[config.mk]
export PLATFORM = sky130hd
export DESIGN_NAME = game_state_machine
export DESIGN_NICKNAME = d
export VERILOG_FILES = /design/src/rtl/game_state_machine.sv
export SDC_FILE = /design/constraint.sdc
export NUM_CORES = 1
export LEC_CHECK = 0
export CORE_ASPECT_RATIO = 1.5
export CORE_MARGIN = 2
export CORE_UTILIZATION = 25
export DETAILED_ROUTE_END_ITERATION = 12
export DONT_BUFFER_PORTS = 1
export PLACE_DENSITY = 0.4
export SLEW_MARGIN = 10
export SYNTH_ARGS = -nofsm -noshare
export SYNTH_HDL_FRONTEND = slang
export SYNTH_SLANG_ARGS = --single-unit
[constraint.sdc]
create_clock -name clk -period 2 [get_ports clk]
set_clock_uncertainty 0.15 [all_clocks]
set_input_delay 0.4 -clock clk [delete_from_list [all_inputs] [get_ports clk]]
set_output_delay 0.4 -clock clk [all_outputs]
set_load 0.005 [all_outputs]
[src/rtl/game_state_machine.sv]
// Game flow controller: idle -> playing -> hit (freeze) -> gameover -> idle.
// Outputs are registered and move on the same edge as the state register.
module game_state_machine #(
    parameter int HIT_CYCLES        = 25000000,
    parameter int GO_MIN_CYCLES     = 50000000,
    parameter int GO_TIMEOUT_CYCLES = 1000000000,
    parameter int CNT_W             = 30
) (
    input  logic       clk,
    input  logic       hard_reset_n,
    input  logic       start,
    input  logic       collision,
    output logic [2:0] game_state,
    output logic       game_en,
    output logic       game_reset
);

    typedef enum logic [2:0] {
        IDLE     = 3'b001,
        PLAYING  = 3'b010,
        HIT      = 3'b011,
        GAMEOVER = 3'b100
    } state_t;

    localparam logic [CNT_W-1:0] HIT_LAST = CNT_W'(HIT_CYCLES - 1);
    localparam logic [CNT_W-1:0] GO_MIN   = CNT_W'(GO_MIN_CYCLES);
    localparam logic [CNT_W-1:0] TO_LAST  = CNT_W'(GO_TIMEOUT_CYCLES - 1);

    state_t           state;
    state_t           state_d;
    logic [CNT_W-1:0] cnt;
    logic [CNT_W-1:0] cnt_d;
    logic             start_q;
    logic             start_edge;
    logic             pulse_d;

    assign start_edge = start & ~start_q;
    assign game_state = state;

    always_comb begin
        state_d = state;
        pulse_d = 1'b0;
        cnt_d   = '0;
        unique case (state)
            IDLE: begin
                // A pulse still high from gameover exit blocks a back-to-back pulse.
                if (start_edge && !game_reset) begin
                    state_d = PLAYING;
                    pulse_d = 1'b1;
                end
            end
            PLAYING: begin
                if (collision)
                    state_d = HIT;
            end
            HIT: begin
                if (cnt == HIT_LAST)
                    state_d = GAMEOVER;
                else
                    cnt_d = cnt + 1'b1;
            end
            GAMEOVER: begin
                if (cnt == TO_LAST || (start_edge && cnt >= GO_MIN)) begin
                    state_d = IDLE;
                    pulse_d = 1'b1;
                end else begin
                    cnt_d = cnt + 1'b1;
                end
            end
            default: state_d = IDLE;
        endcase
    end

    always_ff @(posedge clk) begin
        if (!hard_reset_n) begin
            state      <= IDLE;
            cnt        <= '0;
            start_q    <= 1'b0;
            game_en    <= 1'b0;
            game_reset <= 1'b0;
        end else begin
            state      <= state_d;
            cnt        <= cnt_d;
            start_q    <= start;
            game_en    <= (state_d == PLAYING);
            game_reset <= pulse_d;
        end
    end

endmodule

Yosys cells after proc, flatten, opt, wreduce, memory -nomap -nowiden
Index checks and enable logic that the tools add are counted.
{"block": "word_totals", "output_inout_bits": 5, "mem_bits_ro": 0, "n_memories": 0, "mem_bits_rw": 0, "word_cells": 31, "latchBits": 0, "reg_bits": 36, "inputBits": 4}
{"block": "op_classes", "multipliers": 0, "n_mux": 11, "bitwise": 2, "order_cmp": 1, "reduce_logical": 4, "eq_ne": 7, "shift": 0, "addsub": 1, "div": 0}
{"cell": "$mux 30", "n": 2}
{"cell": "$pmux 30 s2", "n": 1}
{"cell": "$add 30x1->30 const B", "n": 1}
{"cell": "$eq 30x25->1 const B", "n": 1}
{"cell": "$eq 30x30->1 const B", "n": 1}
{"cell": "$ge 30x26->1 const B", "n": 1}
{"cell": "$mux 3", "n": 4}
{"cell": "$pmux 3 s4", "n": 1}
{"cell": "$eq 3x2->1 const B", "n": 3}
{"cell": "$eq 3x1->1 const B", "n": 1}
{"cell": "$eq 3x3->1 const B", "n": 1}
{"cell": "$logic_and 1x1->1", "n": 2}
{"cell": "$mux 1", "n": 2}
{"cell": "$pmux 1 s2", "n": 1}
{"cell": "$and 1x1->1", "n": 1}
{"cell": "$logic_not 1->1", "n": 1}
{"cell": "$logic_or 1x1->1", "n": 1}
{"cell": "$not 1->1", "n": 1}

Longest topological paths before layout
Gate-level depths: netlist of run 1.
{"block": "depth", "ltp_word": 7, "ltp_mapped": 7, "ltp_nobuf": 6}

Worst setup path after synthesis of run 1
Ideal clock, no wire load.
{"block": "synth_path", "path_type": "flip-flop to flip-flop", "startpoint": "register cnt[6]", "endpoint": "register game_en", "stages_incl_launch_ff": 6, "slack_ps": -6, "setup_time_ps": 103, "t_required_ps": 1747, "path_buffers": 0, "period_less_slack_ps": 2006, "arrival_ps": 1752, "path_cell_list": "dfxtp_1 > or4b_1 > nor4_2 > nand4_1 > a211o_1 > a2111oi_2"}
{"block": "synth_via", "elab_chain_cells": 6, "word_cells_on_any_way": 9, "cone_classes": "order compare (1); eq/ne (3); mux (3); reduce/logical (2)"}
{"element": "start: declaration", "line_no": "31", "source": "logic [CNT_W-1:0] cnt;"}
{"element": "start signal: assignment", "line_no": "83", "source": "cnt <= cnt_d;"}
{"element": "$ge 30x26->1", "line_no": "63", "source": "if (cnt == TO_LAST || (start_edge && cnt >= GO_MIN)) begin"}
{"element": "$logic_and 1x1->1", "line_no": "63"}
{"element": "$logic_or 1x1->1", "line_no": "63"}
{"element": "$mux 3", "line_no": "63"}
{"element": "$pmux 3 s4 *", "line_no": "44", "source": "unique case (state)"}
{"element": "$eq 3x2->1 *", "line_no": "85", "source": "game_en <= (state_d == PLAYING);"}
{"element": "end signal: assignment", "line_no": "85"}
{"element": "end: declaration", "line_no": "14", "source": "output logic game_en,"}
Every way passes the cells marked *; elsewhere a longest branch is shown, timed or not.
A chain may end at the register's enable or synchronous reset.

Final worst setup path of run 1
{"block": "layout_path", "startpoint": "register cnt[15]", "endpoint": "register cnt[24]"}
{"block": "layout_via", "elab_chain_cells": 5, "word_cells_on_any_way": 9, "cone_classes": "add/sub (1); order compare (1); eq/ne (2); mux (3); reduce/logical (2)"}
{"element": "$ge 30x26->1", "line_no": "63"}
{"element": "$logic_and 1x1->1", "line_no": "63"}
{"element": "$logic_or 1x1->1", "line_no": "63"}
{"element": "$mux 30", "line_no": "63"}
{"element": "$pmux 30 s2 *", "line_no": "44"}
Marked as above.

==> flow_metrics.tcl, run 1 <==
set metrics [dict create \
    portBuffers 0 \
    ys.flop_type "dfxtp_1" \
    antenna_left 0 \
    nFillCells 778 \
    root_buffer "clkbuf_8" \
    fmax_ghz 0.4733 \
    critPathMaxFanout 30 \
    hold_class "in2reg" \
    rsz0062_at_grt "yes" \
    routed_wl_um 5278 \
    p_total_mw 1.474 \
    syn_inst 217 \
    min_period_ns 2.113 \
    syn_to_final_growth_pct 37.96 \
    htree_num_levels 2 \
    ctsLongestPathBuffers 2 \
    numCtsBuffers 5 \
    antenna_found_initial 0 \
    yosys_warnings 0 \
    synth_fp_nets 223 \
    slew_headroom_pct 75.06 \
    power_density_nw_per_um2 569.6 \
    grt_max_degree 31 \
    first_global_vias 1812 \
    n_antenna_cell 0 \
    ys_types 42 \
    async_flop_share_pct 0 \
    ys_seq_area_share_pct 38.43 \
    cap_violations 0 \
    vias 1753 \
    worstMarginPinSlew_ns 0.3732 \
    critPathLaunchType "flop" \
    finalSetupViolCount 32 \
    required_ns 2.04 \
    violations "setup timing" \
    synth_area_per_cell_um2 8.643 \
    drv_slew 0 \
    clk_latency_ns 0.30 \
    dp_hpwl_um 3967 \
    vias_per_cell 4.687 \
    drtPass1Iterations 4 \
    die_w_um 74.72 \
    layout-drive-gt1-share_pct 32.48 \
    overflow 0 \
    drc 0 \
    cts.sinks 36 \
    irDropWorstVdd_uv 218.0 \
    worstSetupEndpointType "flop" \
    rows 38 \
    place_ws_ns -0.1323 \
    core_um2 7274 \
    worstPathArrival_ns 2.15 \
    gr-usage-all-layers_pct 14.34 \
    grt_pass1_wl_um 8887 \
    holdWs_ns 0.02201 \
    netlist_area_um2 1876 \
    cts_hold_buf 0 \
    regArea_um2 723.2 \
    gp_congestion 0.7101 \
    synth_enable_flop_cells 0 \
    nets 279 \
    setup_slack_ns -0.1130 \
    final_util_pct 35.57 \
    pin_count 9 \
    fin_crit_sh_pct 105.6 \
    cts_tree "built" \
    finalHoldViolCount 0 \
    ys_seq_elements 36 \
    status "complete, but fails checks" \
    multi_input_area_um2 1142 \
    power.leakage_nw 0.8292 \
    clk_pin_slew_ns 0.08 \
    die_h_um 110.1 \
    crit_type "reg2reg" \
    start_util_pct 25.78 \
    dr.first_iter.drc_count 42 \
    wire_per_inst_um 14.11 \
    dieArea_um2 8225 \
]
-- synth_stat cells (2+ instances only) --
library cell,n,area (µm²)
nand4bb_1,3,33.78
clkbuf_1,3,11.26
nand2b_1,2,12.51
a21bo_2,2,20.02
nand3_1,12,60.06
a211oi_1,3,22.52
nor4_1,4,25.02
xor2_1,7,61.31
nand2_1,13,48.80
nor3_2,4,40.04
buf_2,4,20.02
nor4_2,3,37.54
nor3_1,9,45.04
xnor2_1,21,183.9
a21oi_1,32,160.2
inv_1,11,41.29
nor2_1,12,45.04
and4_1,3,26.28
or4_1,2,15.01
dfxtp_1,36,720.7
ha_1,2,25.02
nand4_1,9,56.30
-- layout make-up --
class / instances / share of cell area [%]
clock inverter: 3 / 1.644
inverter: 11 / 1.596
tap: 100 / 4.836
multi-input combinational: 162 / 44.15
timing repair buffer: 57 / 17.17
sequential: 36 / 27.95
clock buffer: 5 / 2.660
-- power breakdown --
group          total (mW)  internal, mW  switching, mW
combinational      0.0724        0.0315         0.0408
clock               0.668         0.369          0.298
sequential          0.734         0.726        0.00838
-- final timing paths --
check	end	slack, ns	cells past startpoint	from
worst max-delay path	cnt[24]	-0.11	6	cnt[15]
worst min-delay path	game_state[0]	0.02	1	hard_reset_n
worst max register to register	cnt[24]	-0.11	6	cnt[15]
worst min register to register	cnt[0]	0.35	1	cnt[0]
-- worst max-delay path: stages, from the launching register on --
cell     delay [ns]
dfxtp_2        0.32
or4b_4         0.54
nor4_4         0.25
nand4_1        0.21
o21ai_2        0.22
buf_12         0.21
a21oi_1        0.09
-- placed cells by master (no fill, tap or decap), types with 2 or more instances in the layout --
| cell | Yosys | routed |
|---|---|---|
| nand2_1 | 13 | 13 |
| dfxtp_2 | 0 | 2 |
| nor4_2 | 3 | 2 |
| nand4_1 | 9 | 9 |
| nand4bb_1 | 3 | 2 |
| xor2_1 | 7 | 7 |
| nor2_1 | 12 | 10 |
| xnor2_1 | 21 | 21 |
| a21oi_1 | 32 | 32 |
| a21bo_2 | 2 | 2 |
| nor3_2 | 4 | 5 |
| nor3_1 | 9 | 8 |
| nand2b_1 | 2 | 2 |
| and4_1 | 3 | 3 |
| inv_1 | 11 | 11 |
| dfxtp_1 | 36 | 34 |
| nand3_1 | 12 | 12 |
| buf_4 | 1 | 55 |
| clkbuf_8 | 0 | 5 |
| a211oi_2 | 0 | 2 |
| ha_1 | 2 | 2 |
| nor4_1 | 4 | 4 |
-- layer usage --
metal  up-vias  track usage (%)  routed length (µm)
met5         -                0                   0
li1        900                -                   -
met1       823            15.50                2249
met3         8            2.545                 117
met4         0            4.592                  95
met2        22            27.37                2816
-- repair_timing --
| item | 4_1_cts | 5_1_grt |
|---|---|---|
| setup endpoints to repair | 35 | 35 |
| pin swaps | 2 | 2 |
| buffers inserted | 0 | 2 |
| resized for setup | 6 | 7 |
-- kinds of logic after synthesis --
family | Yosys count | share of synthesized area, %
compound gates | 46 | 15.01
fa+ha+maj | 2 | 1.334
buf+inv | 19 | 4.270
xor+xnor | 28 | 13.08
flops | 36 | 38.43
simple gates | 86 | 27.89
-- stage by stage --
step	cells	setup TNS (ns)	cell area [µm²]
after floorplan	217	-0.0005315	1878
after global routing	374	-5.518	2587
final	374	-3.274	2587
after CTS	372	-3.321	2530
after detailed placement	364	-3.792	2394
after global placement	364	-4.425	2394
-- registers in the layout (all words and copies together) (netlist names) --
signal	flops
cnt	30
game_en	1
game_state	3
start_q	1
game_reset	1
Note: power is estimated with default switching activity, not from simulation.
==> run 2: changes to the inputs <==
ABC_CLOCK_PERIOD_IN_PS = 2000   (was not set)
CAP_MARGIN = 0   (was not set)
==> results of run 2 <==
No change in the layout: final DEF, timing and power equal those of run 1.
